`config.mk`:
```
export PLATFORM = sky130hd
export DESIGN_NAME = npc_mem_arbiter
export DESIGN_NICKNAME = d
export VERILOG_FILES = /design/src/rtl/npc_mem_arbiter.sv
export SDC_FILE = /design/constraint.sdc
export NUM_CORES = 1
export LEC_CHECK = 0
export CORE_AREA = 10 10 122 151
export DETAILED_ROUTE_END_ITERATION = 7
export DIE_AREA = 0 0 132 161
export HOLD_SLACK_MARGIN = 0.1
export PLACE_DENSITY = 0.84
export SYNTH_ARGS = -nofsm -noshare
export SYNTH_HDL_FRONTEND = slang
export SYNTH_SLANG_ARGS = --single-unit
```
`constraint.sdc`:
```
create_clock -name clk -period 6.1 [get_ports clk]
set_input_delay 1.22 -clock clk [delete_from_list [all_inputs] [get_ports clk]]
set_output_delay 1.22 -clock clk [all_outputs]
set_load 0.01 [all_outputs]
```
`src/rtl/npc_mem_arbiter.sv`:
```
// npc_mem_arbiter: shares the single memory port between IFU and LSU with one
// outstanding transaction, round-robin or LSU-priority grant and a response watchdog.
module npc_mem_arbiter #(
    parameter int ADDR_W  = 32,
    parameter int DATA_W  = 32,
    parameter int RR_EN   = 1,
    parameter int TIMEOUT = 255
) (
    input  logic              clk,
    input  logic              reset,
    input  logic              ifu_req_valid,
    output logic              ifu_req_ready,
    input  logic [ADDR_W-1:0] ifu_addr,
    output logic              ifu_resp_valid,
    output logic [DATA_W-1:0] ifu_rdata,
    output logic              ifu_err,
    input  logic              lsu_req_valid,
    output logic              lsu_req_ready,
    input  logic [ADDR_W-1:0] lsu_addr,
    input  logic              lsu_wen,
    input  logic [DATA_W-1:0] lsu_wdata,
    input  logic [3:0]        lsu_wmask,
    output logic              lsu_resp_valid,
    output logic [DATA_W-1:0] lsu_rdata,
    output logic              lsu_err,
    output logic              mem_req_valid,
    input  logic              mem_req_ready,
    output logic [ADDR_W-1:0] mem_addr,
    output logic              mem_wen,
    output logic [DATA_W-1:0] mem_wdata,
    output logic [3:0]        mem_wmask,
    input  logic              mem_resp_valid,
    input  logic [DATA_W-1:0] mem_rdata
);
    typedef enum logic [1:0] {IDLE = 2'd0, REQ = 2'd1, WAIT = 2'd2, RESP = 2'd3} state_t;

    localparam logic [15:0] LAST_WAIT = 16'(TIMEOUT - 1);

    state_t            state_r;
    logic              last_lsu_r;
    logic              owner_lsu_r;
    logic [15:0]       cnt_r;
    logic              grant_ifu_s;
    logic              grant_lsu_s;
    logic [DATA_W-1:0] resp_data_s;
    logic              resp_err_s;

    // Grant is offered only while idle; gating with reset keeps ready low during async reset
    always_comb begin
        grant_ifu_s = 1'b0;
        grant_lsu_s = 1'b0;
        if ((state_r == IDLE) && !reset) begin
            if (ifu_req_valid && lsu_req_valid) begin
                if (RR_EN != 0) begin
                    grant_lsu_s = !last_lsu_r;
                    grant_ifu_s = last_lsu_r;
                end else begin
                    grant_lsu_s = 1'b1;
                end
            end else begin
                grant_ifu_s = ifu_req_valid;
                grant_lsu_s = lsu_req_valid;
            end
        end else begin
            grant_ifu_s = 1'b0;
            grant_lsu_s = 1'b0;
        end
    end

    assign ifu_req_ready = grant_ifu_s;
    assign lsu_req_ready = grant_lsu_s;

    // Response payload: a real response beats a coinciding timeout; stores return zero
    always_comb begin
        resp_data_s = {DATA_W{1'b0}};
        resp_err_s  = 1'b1;
        if (mem_resp_valid) begin
            resp_err_s = 1'b0;
            if (!mem_wen) begin
                resp_data_s = mem_rdata;
            end else begin
                resp_data_s = {DATA_W{1'b0}};
            end
        end else begin
            resp_data_s = {DATA_W{1'b0}};
            resp_err_s  = 1'b1;
        end
    end

    // Transaction FSM with registered memory-side and response outputs
    always_ff @(posedge clk or posedge reset) begin
        if (reset) begin
            state_r        <= IDLE;
            last_lsu_r     <= 1'b0;
            owner_lsu_r    <= 1'b0;
            cnt_r          <= 16'd0;
            mem_req_valid  <= 1'b0;
            mem_addr       <= {ADDR_W{1'b0}};
            mem_wen        <= 1'b0;
            mem_wdata      <= {DATA_W{1'b0}};
            mem_wmask      <= 4'h0;
            ifu_resp_valid <= 1'b0;
            ifu_rdata      <= {DATA_W{1'b0}};
            ifu_err        <= 1'b0;
            lsu_resp_valid <= 1'b0;
            lsu_rdata      <= {DATA_W{1'b0}};
            lsu_err        <= 1'b0;
        end else begin
            case (state_r)
                IDLE: begin
                    if (grant_lsu_s) begin
                        mem_addr      <= lsu_addr;
                        mem_wen       <= lsu_wen;
                        mem_wdata     <= lsu_wdata;
                        mem_wmask     <= lsu_wen ? lsu_wmask : 4'h0;
                        owner_lsu_r   <= 1'b1;
                        last_lsu_r    <= 1'b1;
                        mem_req_valid <= 1'b1;
                        state_r       <= REQ;
                    end else if (grant_ifu_s) begin
                        mem_addr      <= ifu_addr;
                        mem_wen       <= 1'b0;
                        mem_wdata     <= {DATA_W{1'b0}};
                        mem_wmask     <= 4'h0;
                        owner_lsu_r   <= 1'b0;
                        last_lsu_r    <= 1'b0;
                        mem_req_valid <= 1'b1;
                        state_r       <= REQ;
                    end else begin
                        state_r <= IDLE;
                    end
                end
                REQ: begin
                    if (mem_req_ready) begin
                        mem_req_valid <= 1'b0;
                        cnt_r         <= 16'd0;
                        state_r       <= WAIT;
                    end else begin
                        state_r <= REQ;
                    end
                end
                WAIT: begin
                    cnt_r <= cnt_r + 16'd1;
                    if (mem_resp_valid || (cnt_r == LAST_WAIT)) begin
                        if (owner_lsu_r) begin
                            lsu_resp_valid <= 1'b1;
                            lsu_rdata      <= resp_data_s;
                            lsu_err        <= resp_err_s;
                        end else begin
                            ifu_resp_valid <= 1'b1;
                            ifu_rdata      <= resp_data_s;
                            ifu_err        <= resp_err_s;
                        end
                        state_r <= RESP;
                    end else begin
                        state_r <= WAIT;
                    end
                end
                RESP: begin
                    ifu_resp_valid <= 1'b0;
                    lsu_resp_valid <= 1'b0;
                    state_r        <= IDLE;
                end
                default: begin
                    state_r <= IDLE;
                end
            endcase
        end
    end
endmodule

```
==> summary.txt <==
Clocking
  • Clock transition at path regs: 0.07 ns
  • CTS H-tree lvls: 4
  • Post-CTS setup buffer count: 0
  • # hold bufs at CTS: 0
  • Total CTS buffers: 17
  • CTS tree: built
  • Clk Latency, worst-skew pair: 0.42 ns
  • Root Buffer: clkbuf_16
  • Clock Sinks: 157
  • CTS max path bufs: 2
  • Resized Gates After CTS: 0

Synth
  • Register area share after synthesis: 0.618
  • Main flop type after synthesis: dfrtp_1
  • Cell count after synthesis: about 500
  • Synth top area share: 0.618
  • Netlist area before placement: between 6000 and 7000 um^2
  • Post-Syn Nets: between 600 and 700
  • Yosys cell types: 46
  • Number of synthesized flops with an enable pin: 0
  • Post-synthesis async set-or-reset flop share: 1.00
  • Syn Area/Cell: between 10 and 15 um^2
  • Post-synth top area cell: dfrtp_1
  • Synth top area cells: dfrtp_1, a22o_1, mux2i_1
  • Seq cells post-synth: around 160
  • Warnings from Yosys: 0

Timing
  • Sum Neg Setup Slack: 0 ns
  • Layout Skew: 0.0136 ns
  • Final WS setup: between 1.5 and 2 ns
  • Final hold vios: 0
  • Fin crit period: 4.12 ns
  • Unrepaired setup endpoints after global routing: no
  • Final setup fails: 0
  • Least-Margin Pin Slew: approximately 1.3 ns
  • Peak Freq: 0.243 GHz
  • Crit share post-route: 0.675
  • Relative slew margins: 0.161
  • Hold WS: roughly 0.48 ns
  • Final max-slew violation count: 0

Final layout
  • N_diodes: 0
  • Commonest non-fill, non-tap cell in the layout: clkdlybuf4s50_1
  • Most frequent cells in the layout: clkdlybuf4s50_1, dfrtp_1, a22o_1
  • Final nets: 905
  • Layout cells sized above 1: 0.0618
  • Filler cell count: 1165
  • Area Overhead vs Synth: 54.3%
  • Footprint of the multi-input gates: about 2200 um^2
  • Final Core Density: 0.633
  • Register area: 3930 um^2

Power and ir drop
  • Worst VDD drop: between 0.2 and 0.25 mV
  • Power per cell area: ~480 nW/um^2
  • Leak Pwr: 4.25 nW

Global route
  • Grt ovf: 0
  • Largest net degree at the start of global routing: 114
  • Initial antenna violation count: 0
  • First-pass GRT wire length: 32.8 mm
  • Vias in the first global route: around 5.7k
  • Overall routing resource usage: 0.194

Place
  • Detailed placement HPWL: 15.8 mm
  • Final GP Congestion: between 0.8 and 0.9
  • Buffers added on ports: 278
  • Pre-CTS setup slack: 1.97 ns

Run
  • Max-cap violations: 0

Die
  • Die Ht: ~160 um
  • Initial core utilization: 0.410
  • # IOs: 279
  • # rows: 51
  • Core Region: 15500 um^2
  • Die area: roughly 21000 um^2
  • Horiz. Die Dim: 132 um

Setup path
  • R2r setup slk: 3.35 ns
  • Critical Path Start Type: input port
  • CP Max Fanout: 2
  • Slowest Stage Delay on Critical Path: 0.56 ns
  • Critical Path Most Common Cell: clkdlybuf4s50_1
  • Critical setup path kind: in2out
  • Worst EP required: ~4.9 ns
  • CP endpoint: ifu_req_ready
  • Crit path DAT: approximately 2.9 ns
  • Reg2Reg Depth: 7
  • Slowest-stage cell, CP: clkdlybuf4s50_1
  • R2r endpoint: mem_wmask[0]
  • CP Cell Sequence: clkdlybuf4s50_1, nor3_4, and3_2, clkdlybuf4s50_1
  • Critical Path Sink Type: primary output
  • Crit path launch: reset

Drt
  • WL per Instance: 21.2 um
  • DRC: 0
  • Vias: 5260
  • Via density: roughly 5.3
  • TritonRoute pass-1 iters: 4
  • DR iter-0 viols: about 270
  • Antenna-violating nets left: 0
  • Total wire length: 21.0 mm

Worst hold path
  • Hold WC Path Type: reg2reg
  • Hold path depth: 2

Status
  • Outcome: finished, final reports clean
worst max-delay path, delay by kind of cell:
family                 cells  cell delay, ns
buffers and inverters      2            1.10
and+or+nand+nor            2            0.57
how the worst min path moves through the flow:
stage	start	end	slack, ns
after global routing	lsu_rdata[18]	lsu_rdata[18]	0.51
after floorplan	cnt_r[6]	cnt_r[6]	0.46
after global placement	mem_req_valid	mem_req_valid	0.46
after detailed placement	mem_req_valid	mem_req_valid	0.47
after CTS	mem_req_valid	mem_req_valid	0.48
final	mem_req_valid	mem_req_valid	0.48
metrics by stage:
stage	instances	power (mW)	area, um^2
global route	989	5.00	9810
detailed placement	957	3.69	9210
global placement	957	3.62	9210
floorplan	498	2.53	6360
CTS	989	4.79	9810
finish	989	4.74	9810
flip-flops by register name, indices dropped and copies added (netlist names), named ones only:
name            cells
mem_addr           32
mem_wmask           4
mem_wen             1
owner_lsu_r         1
lsu_resp_valid      1
ifu_rdata          32
lsu_rdata          32
mem_wdata          32
state_r             1
cnt_r              16
mem_req_valid       1
ifu_err             1
ifu_resp_valid      1
lsu_err             1
metal layers:
layer / vias to the layer above / part of all wire / global-route usage
met5: - / 0 / 0
met4: 0 / 0.033 / 0.0785
met2: 265 / 0.48 / 0.315
li1: 2393 / - / -
met1: 2566 / 0.40 / 0.220
met3: 36 / 0.093 / 0.0826
kinds of logic after synthesis:
logic type	count (synthesis)	synth area share
muxes	39	0.0614
AOI/OAI and AO/OA	158	0.191
buffers and inverters	44	0.0423
xor gates and xnor gates	1	0.00138
adders and majority gates	2	0.00393
and+or+nand+nor	97	0.0823
DFF	157	0.618
cell type report:
class,count,area share
Sequential cell,157,0.400
Inverter,8,0.00357
Clock inverter,14,0.0177
Clock buffer,18,0.0437
Timing Repair Buffer,283,0.287
Multi-Input combinational cell,297,0.220
Tap cell,212,0.0270
cells in the mapped netlist (4+ instances only):
master / instances
dfrtp_1: 157
a22o_1: 95
nand2_1: 56
mux2i_1: 39
o21ai_0: 39
buf_2: 17
buf_4: 8
buf_6: 7
inv_1: 7
a32o_1: 6
a21oi_1: 5
nand3_1: 5
clkbuf_1: 4
where the power goes:
group	internal (mW)	switching (mW)	total [mW]	leakage [nW]
combinational	1.10	0.791	1.89	1.94
clock	0.621	0.458	1.08	0.293
sequential	1.47	0.307	1.77	2.02
Note: power is estimated with default switching activity, not from simulation.
